## config.mk

```make
export PLATFORM = sky130hd
export DESIGN_NAME = vga_scanout
export DESIGN_NICKNAME = d
export VERILOG_FILES = /design/src/rtl/vga_pkg.sv /design/src/rtl/vga_axis_counter.sv /design/src/rtl/vga_scanout.sv
export SDC_FILE = /design/constraint.sdc
export NUM_CORES = 1
export LEC_CHECK = 0
export CAP_MARGIN = 20
export CORE_MARGIN = 2
export CORE_UTILIZATION = 40
export DETAILED_ROUTE_END_ITERATION = 8
export PLACE_DENSITY = 0.73
export SYNTH_ARGS = -nofsm -noshare
export SYNTH_HDL_FRONTEND = slang
export SYNTH_SLANG_ARGS = --single-unit
```

## constraint.sdc

```tcl
create_clock -name clock -period 2.1 [get_ports clock]
set_input_delay 0.42 -clock clock [delete_from_list [all_inputs] [get_ports clock]]
set_output_delay 0.42 -clock clock [all_outputs]
set_load 0.005 [all_outputs]
```

## src/rtl/vga_pkg.sv

```systemverilog
// Shared region encoding, default 640x480 timing constants and the test-bar helper
// used by the VGA scan-out block.
package vga_pkg;

  typedef enum logic [1:0] {
    ACTIVE = 2'd0,
    FP     = 2'd1,
    SYNC   = 2'd2,
    BP     = 2'd3
  } region_t;

  localparam int DEF_H_ACTIVE = 640;
  localparam int DEF_H_FP     = 16;
  localparam int DEF_H_SYNC   = 96;
  localparam int DEF_H_BP     = 48;
  localparam int DEF_V_ACTIVE = 480;
  localparam int DEF_V_FP     = 10;
  localparam int DEF_V_SYNC   = 2;
  localparam int DEF_V_BP     = 33;

  // Eight equal-width bars across the visible line; divisor is a constant per build.
  function automatic logic [2:0] bar_index(input int h, input int h_active);
    return 3'((h * 8) / h_active);
  endfunction

endpackage

```

## src/rtl/vga_axis_counter.sv

```systemverilog
// One timing axis: a wrapping position counter advanced by i_en, plus decode of the
// current position into active / front porch / sync / back porch.
module vga_axis_counter
  import vga_pkg::*;
#(
  parameter int A_LEN    = DEF_H_ACTIVE,
  parameter int FP_LEN   = DEF_H_FP,
  parameter int SYNC_LEN = DEF_H_SYNC,
  parameter int BP_LEN   = DEF_H_BP,
  localparam int TOTAL   = A_LEN + FP_LEN + SYNC_LEN + BP_LEN,
  localparam int CNT_W   = $clog2(TOTAL)
) (
  input  logic             clock,
  input  logic             reset,
  input  logic             i_en,
  output logic [CNT_W-1:0] o_count,
  output region_t          o_region,
  output logic             o_wrap
);

  logic [CNT_W-1:0] r_count;
  logic             w_last;

  assign w_last  = (r_count == CNT_W'(TOTAL - 1));
  assign o_wrap  = i_en && w_last;
  assign o_count = r_count;

  always_ff @(posedge clock) begin
    if (reset) begin
      r_count <= '0;
    end else if (i_en) begin
      r_count <= w_last ? '0 : r_count + 1'b1;
    end
  end

  always_comb begin
    o_region = BP;
    if (r_count < CNT_W'(A_LEN)) begin
      o_region = ACTIVE;
    end else if (r_count < CNT_W'(A_LEN + FP_LEN)) begin
      o_region = FP;
    end else if (r_count < CNT_W'(A_LEN + FP_LEN + SYNC_LEN)) begin
      o_region = SYNC;
    end
  end

endmodule

```

## src/rtl/vga_scanout.sv

```systemverilog
// VGA scan-out: raster timing, linear framebuffer read, two-stage output pipeline.
// Optional colour-bar generator enabled by macro VGA_TEST_PATTERN_EN.
module vga_scanout
  import vga_pkg::*;
#(
  parameter int H_ACTIVE = DEF_H_ACTIVE,
  parameter int H_FP     = DEF_H_FP,
  parameter int H_SYNC   = DEF_H_SYNC,
  parameter int H_BP     = DEF_H_BP,
  parameter int V_ACTIVE = DEF_V_ACTIVE,
  parameter int V_FP     = DEF_V_FP,
  parameter int V_SYNC   = DEF_V_SYNC,
  parameter int V_BP     = DEF_V_BP,
  parameter bit SYNC_POL = 1'b0,
  parameter int COLOR_W  = 3,
  parameter int ADDR_W   = 19
) (
  input  logic               clock,
  input  logic               reset,
`ifdef VGA_TEST_PATTERN_EN
  input  logic               pattern,
`endif
  input  logic [15:0]        q,
  output logic [ADDR_W-1:0]  addr,
  output logic               rd_en,
  output logic               HS,
  output logic               VS,
  output logic [COLOR_W-1:0] VGA_R,
  output logic [COLOR_W-1:0] VGA_G,
  output logic [COLOR_W-1:0] VGA_B,
  output logic               active,
  output logic               frame_start
);

  localparam int H_TOTAL = H_ACTIVE + H_FP + H_SYNC + H_BP;
  localparam int V_TOTAL = V_ACTIVE + V_FP + V_SYNC + V_BP;
  localparam int HW      = $clog2(H_TOTAL);
  localparam int VW      = $clog2(V_TOTAL);

  logic [HW-1:0] w_h;
  logic [VW-1:0] w_v;
  region_t       w_h_region, w_v_region;
  logic          w_h_wrap, w_frame_wrap, w_visible;

  vga_axis_counter #(
    .A_LEN(H_ACTIVE), .FP_LEN(H_FP), .SYNC_LEN(H_SYNC), .BP_LEN(H_BP)
  ) u_h_axis (
    .clock(clock), .reset(reset), .i_en(1'b1),
    .o_count(w_h), .o_region(w_h_region), .o_wrap(w_h_wrap)
  );

  vga_axis_counter #(
    .A_LEN(V_ACTIVE), .FP_LEN(V_FP), .SYNC_LEN(V_SYNC), .BP_LEN(V_BP)
  ) u_v_axis (
    .clock(clock), .reset(reset), .i_en(w_h_wrap),
    .o_count(w_v), .o_region(w_v_region), .o_wrap(w_frame_wrap)
  );

  assign w_visible = (w_h_region == ACTIVE) && (w_v_region == ACTIVE);

`ifdef VGA_TEST_PATTERN_EN
  assign rd_en = w_visible && !pattern;
`else
  assign rd_en = w_visible;
`endif

  // The pointer tracks the raster even while bars suppress reads, so addr always equals v*H_ACTIVE+h.
  logic [ADDR_W-1:0] r_addr;

  always_ff @(posedge clock) begin
    if (reset || w_frame_wrap) begin
      r_addr <= '0;
    end else if (w_visible) begin
      r_addr <= r_addr + 1'b1;
    end
  end

  assign addr = r_addr;

  logic r_p1_valid, r_p1_visible, r_p1_hsync, r_p1_vsync, r_p1_first;

  always_ff @(posedge clock) begin
    if (reset) begin
      r_p1_valid   <= 1'b0;
      r_p1_visible <= 1'b0;
      r_p1_hsync   <= 1'b0;
      r_p1_vsync   <= 1'b0;
      r_p1_first   <= 1'b0;
    end else begin
      r_p1_valid   <= 1'b1;
      r_p1_visible <= w_visible;
      r_p1_hsync   <= (w_h_region == SYNC);
      r_p1_vsync   <= (w_v_region == SYNC);
      r_p1_first   <= (w_h == '0) && (w_v == '0);
    end
  end

`ifdef VGA_TEST_PATTERN_EN
  logic       r_p1_bar_en;
  logic [2:0] r_p1_bar;

  always_ff @(posedge clock) begin
    if (reset) begin
      r_p1_bar_en <= 1'b0;
      r_p1_bar    <= 3'd0;
    end else begin
      r_p1_bar_en <= pattern;
      r_p1_bar    <= bar_index(int'(w_h), H_ACTIVE);
    end
  end
`endif

  logic [COLOR_W-1:0] w_r, w_g, w_b;
  logic               w_unused_q;

  assign w_unused_q = ^q[15:3*COLOR_W];

  always_comb begin
    w_r = q[3*COLOR_W-1:2*COLOR_W];
    w_g = q[2*COLOR_W-1:COLOR_W];
    w_b = q[COLOR_W-1:0];
`ifdef VGA_TEST_PATTERN_EN
    if (r_p1_bar_en) begin
      w_r = {COLOR_W{r_p1_bar[2]}};
      w_g = {COLOR_W{r_p1_bar[1]}};
      w_b = {COLOR_W{r_p1_bar[0]}};
    end
`endif
  end

  logic               r_hs, r_vs, r_active, r_frame_start;
  logic [COLOR_W-1:0] r_r, r_g, r_b;

  always_ff @(posedge clock) begin
    if (reset) begin
      r_hs          <= ~SYNC_POL;
      r_vs          <= ~SYNC_POL;
      r_active      <= 1'b0;
      r_frame_start <= 1'b0;
      r_r           <= '0;
      r_g           <= '0;
      r_b           <= '0;
    end else begin
      r_hs          <= (r_p1_valid && r_p1_hsync) ? SYNC_POL : ~SYNC_POL;
      r_vs          <= (r_p1_valid && r_p1_vsync) ? SYNC_POL : ~SYNC_POL;
      r_active      <= r_p1_valid && r_p1_visible;
      r_frame_start <= r_p1_valid && r_p1_first;
      r_r           <= (r_p1_valid && r_p1_visible) ? w_r : '0;
      r_g           <= (r_p1_valid && r_p1_visible) ? w_g : '0;
      r_b           <= (r_p1_valid && r_p1_visible) ? w_b : '0;
    end
  end

  assign HS          = r_hs;
  assign VS          = r_vs;
  assign active      = r_active;
  assign frame_start = r_frame_start;
  assign VGA_R       = r_r;
  assign VGA_G       = r_g;
  assign VGA_B       = r_b;

endmodule
```

==> metrics <==
Logic pwr share between 4 and 5%; DRC violations left 0; Crit-path slowest cell clkdlybuf4s50_1; I/O Pins 51; FMAX ~500 MHz; Worst Path Required between 1500 and 2000 ps; fin crit period 2000 ps; Synth top area share 45.1%; startpoint types flip-flop; Reg clk slew, reported paths 60 ps; nets 343; clk_lat worst skew 330 ps; Chip Height between 80 and 90 µm; Synth cell types 42; site row count 28; total number of vias 2156; Max Fanout on Critical Path 8; Top delay family on crit path buffers and inverters; initial antenna violation count 0; WS Path Type reg2out; period utilisation layout a little over nine tenths; Detailed Routing Iterations Pass 1 4; Chip Width 83.5 µm; CTS tree yes; Worst-Margin Slew 481 ps; P_leak 1.14 nW; worst rel slew slack 67.7%; core box area 0.00603 mm²; top cells by area, synth dfxtp_1 45%, nand3_1 3.8%, a21oi_1 3.6%; Starting DRT DRC Count 124; DR vias/cell between 5 and 6; area leader, netlist dfxtp_1; setup TNS 0 ps; Clock Skew a little over 8 ps; unrepaired setup endpoints after global routing no; synthesized area ~0.0025 mm²; WL per Instance roughly 13 µm; CP cell instances o21ai_4 > nand3_2 > inv_1 > clkdlybuf4s50_1; HPWL Detailed 3.60 mm; max-slew violation count 0; vias in the first global route 1987; CTS Buf Count 9; Avg Cell Area, Syn 9.33 µm²; Hold WC Path Type reg2reg; status finished clean; maxcap violations 0; placed cells 383; Worst setup EP type output pin; CTS root buf clkbuf_8; All-Layer GR Usage 16.1%; register bit count reported by yosys 57; I/O Buffers 43; Area Overhead vs Synth 28.2%; DRT antenna net count 0; Switching Power around 460 µW; cts hold-fix bufs 0; Cell Int Power roughly 1.8 mW; largest net degree at the start of global routing 29; sequential share of power 50.3%; VDD IR max 0.462 mV; GRT Residual Overflow 0; CP max stage delay 510 ps; Setup violations, final 0; worst setup margin 101 ps; total power between 2 and 2.5 mW; warning count from the yosys run 0; Switching Fraction 20.8%; design area 0.00324 mm²; share of cells above drive strength 1 between 10% and 20%; Placed Area 0.00302 mm²; final-layout fill cell count approximately 550; Clk pwr share between 40% and 50%; Total Routed Length ~5.2 mm; CTS max path bufs 2; Starting Density 42.0%; full die area 0.00697 mm²; register area share after synthesis 45.1%; first-pass GRT wire length around 9.1 mm; post-synthesis net count between 200 and 300; routability cong. 0.845; final core occ 53.8%; PwrDens 687 mW/mm²; WP buf/inv 2; synthesized instance count roughly 270; worst slack, placed ~210 ps; CTS H-tree depth 3; crit path DAT 1580 ps; Diodes inserted 0; Finished Layout Cells 399; final hold vios 0; Hold WS 361 ps; R2R Setup Slk 240 ps; Num Clock Sinks 57
==> power by group through the flow <==
stage / clock network [mW] / registers (mW) / logic, mW
2_1_floorplan: 0 / 1.14 / 0.0450
3_3_place_gp: 0 / 1.14 / 0.101
3_5_place_dp: 0 / 1.14 / 0.102
4_1_cts: 1.04 / 1.12 / 0.103
5_1_grt: 1.08 / 1.12 / 0.112
6_report: 1.00 / 1.12 / 0.102
==> placed cells by master, fill, tap and decap left out, types with 2 or more instances in the layout <==
| cell | count |
|---|---|
| nor2_1 | 22 |
| xnor2_1 | 9 |
| buf_4 | 6 |
| o21ai_0 | 6 |
| clkbuf_8 | 11 |
| or3_1 | 7 |
| o21ai_4 | 2 |
| a21oi_1 | 18 |
| nand4_4 | 3 |
| and4_2 | 2 |
| and3_2 | 2 |
| nand3_2 | 2 |
| or4_1 | 11 |
| nand2_1 | 16 |
| dfxtp_1 | 52 |
| and2_1 | 2 |
| dfxtp_2 | 5 |
| ha_1 | 5 |
| nand3_1 | 19 |
| nor3_1 | 5 |
| clkinv_2 | 2 |
| nor4_1 | 8 |
| xor2_1 | 8 |
| clkdlybuf4s50_1 | 43 |
| nor2b_1 | 2 |
| nand4_1 | 7 |
| inv_1 | 8 |
| o31ai_1 | 12 |
| and3_1 | 13 |
==> kinds of logic (layout without fill, tap and decap cells) <==
kind of cell	Yosys count	in the layout	share of synthesized area (%)
AOI/OAI and AO/OA	40	40	10.2
xor gates and xnor gates	17	17	5.89
adders and majority gates	5	5	2.47
buffers and inverters	20	73	4.65
DFF	57	57	45.1
muxes	1	1	0.396
and+or+nand+nor	131	131	31.2
==> final cells by class <==
cell class | count | area [µm²] | share of cell area, %
clock buffers | 12 | 155 | 4.79
clock inverters | 3 | 40.0 | 1.24
inverters | 8 | 30.0 | 0.927
multi-input cells | 194 | 1280 | 39.5
flip-flops and latches | 57 | 1150 | 35.4
well taps | 75 | 93.8 | 2.90
repair buffers | 50 | 495 | 15.3
==> final timing paths <==
| check | startpoint | to | depth (start not counted) |
|---|---|---|---|
| worst max-delay path | u_h_axis.o_count[8] | rd_en | 4 |
| worst min-delay path | r_p1_vsync | VS | 1 |
| worst max register to register | u_h_axis.o_count[0] | u_v_axis.o_count[8] | 5 |
| worst min register to register | r_p1_vsync | VS | 1 |
==> routing by layer <==
metal | share of wire [%] | routed length, µm | vias to the layer above | track usage [%]
li1 | - | - | 1085 | -
met1 | 46 | 2420 | 1004 | 20.2
met2 | 46 | 2380 | 57 | 23.8
met3 | 5.6 | 292 | 10 | 5.24
met4 | 2.5 | 130 | 0 | 9.82
met5 | 0 | 0 | - | 0
==> synthesized netlist by cell type <==
| master | number |
|---|---|
| a21oi_1 | 18 |
| a21oi_2 | 1 |
| and2_1 | 2 |
| and3_1 | 13 |
| and3_2 | 2 |
| and3b_2 | 1 |
| and4_1 | 1 |
| and4_2 | 2 |
| and4_4 | 1 |
| buf_2 | 4 |
| buf_4 | 2 |
| buf_6 | 4 |
| clkbuf_1 | 2 |
| dfxtp_1 | 57 |
| ha_1 | 5 |
| inv_1 | 8 |
| mux2i_1 | 1 |
| nand2_1 | 16 |
| nand2b_1 | 1 |
| nand3_1 | 19 |
| nand3_2 | 2 |
| nand3b_1 | 1 |
| nand4_1 | 7 |
| nand4_2 | 1 |
| nand4_4 | 2 |
| nand4b_1 | 1 |
| nor2_1 | 22 |
| nor2b_1 | 2 |
| nor3_1 | 5 |
| nor4_1 | 8 |
| nor4bb_1 | 1 |
| o21a_1 | 1 |
| o21ai_0 | 6 |
| o21ai_4 | 2 |
| o31ai_1 | 12 |
| or2_2 | 1 |
| or3_1 | 7 |
| or4_1 | 11 |
| or4_4 | 1 |
| or4b_1 | 1 |
| xnor2_1 | 9 |
| xor2_1 | 8 |
==> timing repair <==
| action | 4_1_cts | 5_1_grt |
|---|---|---|
| setup endpoints to repair | 1 | 1 |
| pin swaps | 1 | 0 |
| setup buffers | 1 | 0 |
| endpoints found under the hold margin | 0 | 0 |
| gates resized for setup | 1 | 5 |
==> registers in the layout (all words and copies together) (netlist names), 3 cells and up <==
name	cells
VGA_R	3
u_v_axis.o_count	10
VGA_B	3
VGA_G	3
u_h_axis.o_count	10
addr	19
No activity file was read; power rests on OpenSTA's default activity.
